**config.mk**
```make
export PLATFORM = sky130hd
export DESIGN_NAME = fetch_ctrl
export DESIGN_NICKNAME = d
export VERILOG_FILES = /design/src/rtl/fetch_pkg.sv /design/src/rtl/bubble_counter.sv /design/src/rtl/fetch_ctrl.sv
export SDC_FILE = /design/constraint.sdc
export NUM_CORES = 1
export LEC_CHECK = 0
export CELL_PAD_IN_SITES_DETAIL_PLACEMENT = 0
export CELL_PAD_IN_SITES_GLOBAL_PLACEMENT = 2
export CORE_UTILIZATION = 36
export DETAILED_ROUTE_END_ITERATION = 7
export DONT_BUFFER_PORTS = 1
export GPL_TIMING_DRIVEN = 0
export HOLD_SLACK_MARGIN = 0.08
export PLACE_DENSITY = 0.77
export SLEW_MARGIN = 25
export SYNTH_ARGS = -nofsm -noshare
export SYNTH_HDL_FRONTEND = slang
export SYNTH_SLANG_ARGS = --single-unit
```
**constraint.sdc**
```tcl
create_clock -name clock -period 3.79 [get_ports clock]
set_input_delay 0.758 -clock clock [delete_from_list [all_inputs] [get_ports clock]]
set_output_delay 0.758 -clock clock [all_outputs]
set_load 0.01 [all_outputs]
```
**src/rtl/fetch_pkg.sv**
```systemverilog
// Shared definitions for the instruction-fetch sequencing controller:
// FSM state encoding, PC-mux select codes and the PC width.
package fetch_pkg;

  // Encoding is visible on the state_o debug port, so the values are fixed.
  typedef enum logic [1:0] {
    BOOT  = 2'd0,
    RUN   = 2'd1,
    FLUSH = 2'd2,
    HALT  = 2'd3
  } state_t;

  // {PC_sel, jump_sel} codes for the PC mux; 2'b11 is never driven.
  localparam logic [1:0] SEL_PC1 = 2'b00;
  localparam logic [1:0] SEL_BR  = 2'b10;
  localparam logic [1:0] SEL_J   = 2'b01;

  localparam int PC_W = 10;

endpackage

```
**src/rtl/bubble_counter.sv**
```systemverilog
// Loadable down-counter used for both the boot and the post-redirect bubble
// countdowns. Load has priority over decrement; decrement stops at zero.
module bubble_counter #(
  parameter int CNT_W   = 4,
  parameter int RST_VAL = 2
) (
  input  logic             clock,
  input  logic             reset_n,
  input  logic             load,
  input  logic [CNT_W-1:0] load_val,
  input  logic             dec,
  output logic [CNT_W-1:0] count,
  output logic             zero
);

  assign zero = (count == '0);

  // Count register: reset to the boot length, reload on redirect/resume.
  // NOTE: sequential state uses non-blocking assignments so every flop samples pre-edge values.
  always_ff @(posedge clock or negedge reset_n) begin
    if (!reset_n)
      count <= CNT_W'(RST_VAL);
    else if (load)
      count <= load_val;
    else if (dec && !zero)
      count <= count - CNT_W'(1);
  end

endmodule

```
**src/rtl/fetch_ctrl.sv**
```systemverilog
// Instruction-fetch sequencing controller. Arbitrates redirect, halt and
// stall requests into one fetch action per cycle and inserts bubbles after
// boot, redirect and resume to cover the instruction-memory read latency.
// Optional build macro FETCH_CTRL_PERF_EN adds stall/bubble perf counters.
module fetch_ctrl
  import fetch_pkg::*;
#(
  parameter int BOOT_CYCLES  = 2,
  parameter int FLUSH_CYCLES = 1,
  parameter int CNT_W        = 4
) (
  input  logic        clock,
  input  logic        reset_n,
  input  logic        branch_taken,
  input  logic        jump_req,
  input  logic        stall_req,
  input  logic        halt_req,
  input  logic        resume,
  output logic        PC_write,
  output logic        PC_sel,
  output logic        jump_sel,
  output logic        IF_ID_write,
  output logic        IF_ID_flush,
  output logic        fetch_valid,
  output logic [1:0]  state_o
`ifdef FETCH_CTRL_PERF_EN
  ,
  output logic [15:0] stall_cnt,
  output logic [15:0] bubble_cnt
`endif
);

  localparam logic [CNT_W-1:0] FLUSH_VAL = CNT_W'(FLUSH_CYCLES);
  // With no extra bubbles a redirect returns straight to RUN.
  localparam state_t AFTER_REDIRECT = (FLUSH_CYCLES > 0) ? FLUSH : RUN;

  state_t           state, next_state;
  logic [1:0]       pc_mux;
  logic             cnt_load, cnt_dec, cnt_zero, cnt_expire;
  logic [CNT_W-1:0] cnt;
  logic             stall_win;

  bubble_counter #(
    .CNT_W   (CNT_W),
    .RST_VAL (BOOT_CYCLES)
  ) u_bubble_counter (
    .clock    (clock),
    .reset_n  (reset_n),
    .load     (cnt_load),
    .load_val (FLUSH_VAL),
    .dec      (cnt_dec),
    .count    (cnt),
    .zero     (cnt_zero)
  );

  // The countdown ends on the edge where the counter steps from 1 to 0.
  assign cnt_expire = cnt_zero || (cnt == CNT_W'(1));

  assign {PC_sel, jump_sel} = pc_mux;
  assign state_o            = state;

  // State register; asynchronous reset forces BOOT, whose outputs are the reset values.
  always_ff @(posedge clock or negedge reset_n) begin
    if (!reset_n) state <= BOOT;
    else          state <= next_state;
  end

  // Next-state and output decode; defaults describe a flush bubble that holds PC.
  always_comb begin
    // NOTE: every signal gets a default first so no path through the case infers a latch.
    next_state  = state;
    PC_write    = 1'b0;
    pc_mux      = SEL_PC1;
    IF_ID_write = 1'b1;
    IF_ID_flush = 1'b1;
    fetch_valid = 1'b0;
    cnt_load    = 1'b0;
    cnt_dec     = 1'b0;
    stall_win   = 1'b0;
    unique case (state)
      BOOT: begin
        cnt_dec = 1'b1;
        if (cnt_expire) next_state = RUN;
      end
      RUN: begin
        if (branch_taken) begin
          PC_write   = 1'b1;
          pc_mux     = SEL_BR;
          cnt_load   = 1'b1;
          next_state = AFTER_REDIRECT;
        end else if (jump_req) begin
          PC_write   = 1'b1;
          pc_mux     = SEL_J;
          cnt_load   = 1'b1;
          next_state = AFTER_REDIRECT;
        end else if (halt_req) begin
          next_state = HALT;
        end else if (stall_req) begin
          IF_ID_write = 1'b0;
          IF_ID_flush = 1'b0;
          stall_win   = 1'b1;
        end else begin
          PC_write    = 1'b1;
          IF_ID_flush = 1'b0;
          fetch_valid = 1'b1;
        end
      end
      FLUSH: begin
        PC_write = 1'b1;
        // Only a branch is honoured here; other requests come from flushed slots.
        if (branch_taken) begin
          pc_mux     = SEL_BR;
          cnt_load   = 1'b1;
          next_state = AFTER_REDIRECT;
        end else begin
          cnt_dec = 1'b1;
          if (cnt_expire) next_state = RUN;
        end
      end
      HALT: begin
        IF_ID_write = 1'b0;
        IF_ID_flush = 1'b0;
        if (resume) begin
          cnt_load   = 1'b1;
          next_state = AFTER_REDIRECT;
        end
      end
      default: next_state = BOOT;
    endcase
  end

`ifdef FETCH_CTRL_PERF_EN
  // Saturating perf counters: stalls that won arbitration and post-boot bubbles.
  always_ff @(posedge clock or negedge reset_n) begin
    if (!reset_n) begin
      stall_cnt  <= '0;
      bubble_cnt <= '0;
    end else begin
      if (stall_win && stall_cnt != 16'hFFFF)
        stall_cnt <= stall_cnt + 16'd1;
      if (IF_ID_flush && state != BOOT && bubble_cnt != 16'hFFFF)
        bubble_cnt <= bubble_cnt + 16'd1;
    end
  end
`endif

endmodule
```
==> results.sh <==
export IMPL_synthMuxAreaShare_pct=1.79
export IMPL_critPathArrivalTime_ns=1.84
export IMPL_synth_xor_area_share_pct=1.57
export IMPL_async_flop_share_pct=100
export IMPL_synth_compound_area_share_pct=24.6
export IMPL_synth_edf_count=0
export IMPL_synthAdderAreaFrac_pct=15.7
export IMPL_post_cts_setup_buffer_count=0
export IMPL_die_y_um=41.4
export IMPL_switching_share_pct=45.6
export IMPL_num_nets_final=84
export IMPL_p_leak_nw=0.265
export IMPL_hold_ws_ns=0.203
export IMPL_antenna_found_initial=0
export IMPL_rrSetupSlack_ns=1.96
export IMPL_ant_nets=0
export IMPL_met1_usage_pct=21.4
export IMPL_layout_cells_non_filler=84
export IMPL_reg2reg_from="state_o[0]"
export IMPL_row_count=13
export IMPL_yosysMostFrequentCell="nor2_1"
export IMPL_gp_congestion=0.762
export IMPL_die_w_um=41.4
export IMPL_pwr_share_seq_pct=26.9
export IMPL_grtUsageTotal_pct=14.9
export IMPL_peakVddDrop_v=0.000397
export IMPL_synth_cell_types=28
export IMPL_dpl_worst_slack_ns=1.40
export IMPL_clock_latency_ns=0.25
export IMPL_vias=464
export IMPL_first_pass_iters=4
export IMPL_root_buffer="clkbuf_4"
export IMPL_p_total_uw=503
export IMPL_drc=0
export IMPL_timing_final_crit_share_pct=68.5
export IMPL_routed_wl_um=1150
export IMPL_grt_pass1_wl_um=1970
export IMPL_synth_area_leaders="dfrtp_1 22%, ha_1 16%, nor2_1 8.1%"
export IMPL_combPwrFrac_pct=60.3
export IMPL_initialDrtViolationCount=4
export IMPL_cap_viol_max_count=0
export IMPL_cts_buffer_depth=2
export IMPL_yosysSeqAreaShare_pct=27.1
export IMPL_synth_fp_nets=79
export IMPL_synth_avg_cell_area_um2=8.60
export IMPL_yosys_warnings=0
export IMPL_design_core_area_mm2=0.00137
export IMPL_period_needed_ns=2.60
export IMPL_grtUsageMet2_pct=20.0
export IMPL_cts_resized=0
export IMPL_status="finished, final reports clean"
export IMPL_wl_per_cell_um=13.6
export IMPL_netlist_instances=65
export IMPL_synth_top_cells_by_count="12 x nor2_1, 7 x ha_1, 6 x a21oi_1, 5 x dfrtp_1, 5 x inv_1"
export IMPL_p_int_uw=274
export IMPL_crit_path_end="fetch_valid"
export IMPL_finalSetupViolations=0
export IMPL_portBuffers=0
export IMPL_crit_start="state_o[1]"
export IMPL_synth_top_family_by_area="compound AO/OA/AOI/OAI gates"
export IMPL_final_util_pct=44.2
export IMPL_dpl_cell_count=80
export IMPL_max_slew_margin_rel_pct=73.6
export IMPL_r2r_end="state_o[0]"
export IMPL_synth_top_cell_area_share_pct=22.4
export IMPL_fin_skew_ns=0.00631
export IMPL_slew_violations=0
export IMPL_synth_ff_type="dfrtp_1"
export IMPL_ctsHoldBuffers=0
export IMPL_required_ns=3.03
export IMPL_pin_count=15
export IMPL_htreeDepth=1
export IMPL_ff2ff_path_depth=7
export IMPL_area_growth_pct=8.05
export IMPL_hold_viol=0
export IMPL_setup_tns_ns=0
export IMPL_die_area_mm2=0.00172
export IMPL_path_max_fanout=9
export IMPL_grt_most_used_layer="met1"
export IMPL_hpwl_um=881
export IMPL_power_density_mw_per_mm2=833
export IMPL_synth_top_area_cell="dfrtp_1"
export IMPL_p_sw_uw=230
export IMPL_cts_tree="built"
export IMPL_clkSinkCount=6
export IMPL_clkTransAtPathRegs_ns=0.05
export IMPL_worst_pin_slew_ns=0.390
export IMPL_via_per_inst=5.52
export IMPL_grt_max_degree=10
export IMPL_path_class="reg -> out"
export IMPL_stdcell_area_um2=604
export IMPL_rsz0062_at_grt="no"
export IMPL_fin_ws_ns=1.19
export IMPL_yosys_area_share_simple_pct=22.4
export IMPL_ys_ff_latch=6
export IMPL_fmax_mhz=385
export IMPL_diodes=0
export IMPL_drive_above_1_share_pct=15.9
export IMPL_cts_buffers=3
export IMPL_initial_core_util_pct=40.9
export IMPL_gr_usage_met3_pct=7.83
export IMPL_hold_path_class="in -> async"
export IMPL_postPlaceCellArea_um2=578
export IMPL_critPathLaunchType="flip-flop"
export IMPL_grt_pass1_vias=440
export IMPL_critPathCaptureType="output port"
export IMPL_grt_overflow=0
export IMPL_clock_power_share_pct=12.8
export IMPL_syn_area_um2=559
-- logic make-up after synthesis --
family | Yosys count
buf+inv | 8
flops | 6
fa+ha+maj | 7
compound gates | 19
simple gates | 23
mux | 1
xor+xnor | 1
-- routing by layer --
metal | wire length, um | vias up
met1 | 597 | 211
met2 | 469 | 17
met3 | 78 | 0
met5 | 0 | -
li1 | - | 236
met4 | 0 | 0
-- cells in the final DEF, fill, tap and decap left out --
cell type,instances
buf_6,1
a211oi_1,2
nand3b_1,1
xnor2_1,1
clkbuf_1,2
a2bb2oi_2,1
clkbuf_4,3
inv_1,5
nor3_1,1
o21ai_0,4
dfrtp_1,5
clkbuf_2,1
and4b_1,1
mux2i_1,1
nor4b_1,2
o41a_1,1
o31ai_1,1
a2bb2oi_1,1
nor2_1,12
a21oi_1,6
o21ai_4,1
ha_1,7
o21ai_1,1
dfstp_2,1
or2_2,1
o21ai_2,1
nor2b_1,2
or4b_4,1
nand2_1,2
-- worst min path at each step --
stage / slack (ns) / to / from / cells past startpoint
2_1_floorplan: 0.46 / state_o[0] / reset_n / 0
3_3_place_gp: 0.46 / u_bubble_counter.count[0] / reset_n / 0
3_5_place_dp: 0.46 / u_bubble_counter.count[3] / reset_n / 0
4_1_cts: 0.20 / u_bubble_counter.count[3] / reset_n / 0
5_1_grt: 0.18 / u_bubble_counter.count[3] / reset_n / 0
6_report: 0.20 / u_bubble_counter.count[3] / reset_n / 0
-- final cells by class --
| type | count | area [um^2] |
|---|---|---|
| tap | 15 | 18.8 |
| buffer | 3 | 20.0 |
| clock buffer | 4 | 26.3 |
| sequential | 6 | 151 |
| inverter | 5 | 18.8 |
| fill | 148 | 762 |
| multi-input combinational | 51 | 369 |
-- worst max-delay path: stages, from the launching register on --
cell and delay [ns]:
dfrtp_1 0.45, inv_1 0.11, ha_1 0.14, clkbuf_2 0.19
or4b_4 0.51, nor2_1 0.20
-- power groups by stage --
stage          registers (mW)  clock network (mW)  logic, mW
2_1_floorplan           0.128                   0      0.255
3_3_place_gp            0.136                   0      0.302
3_5_place_dp            0.136                   0      0.305
4_1_cts                 0.135              0.0664      0.306
5_1_grt                 0.139              0.0724      0.349
6_report                0.136              0.0643      0.303
-- registers in the layout, indices dropped and copies added (netlist names) --
signal	flops
state_o	2
u_bubble_counter.count	4
No activity file was read; power rests on OpenSTA's default activity.
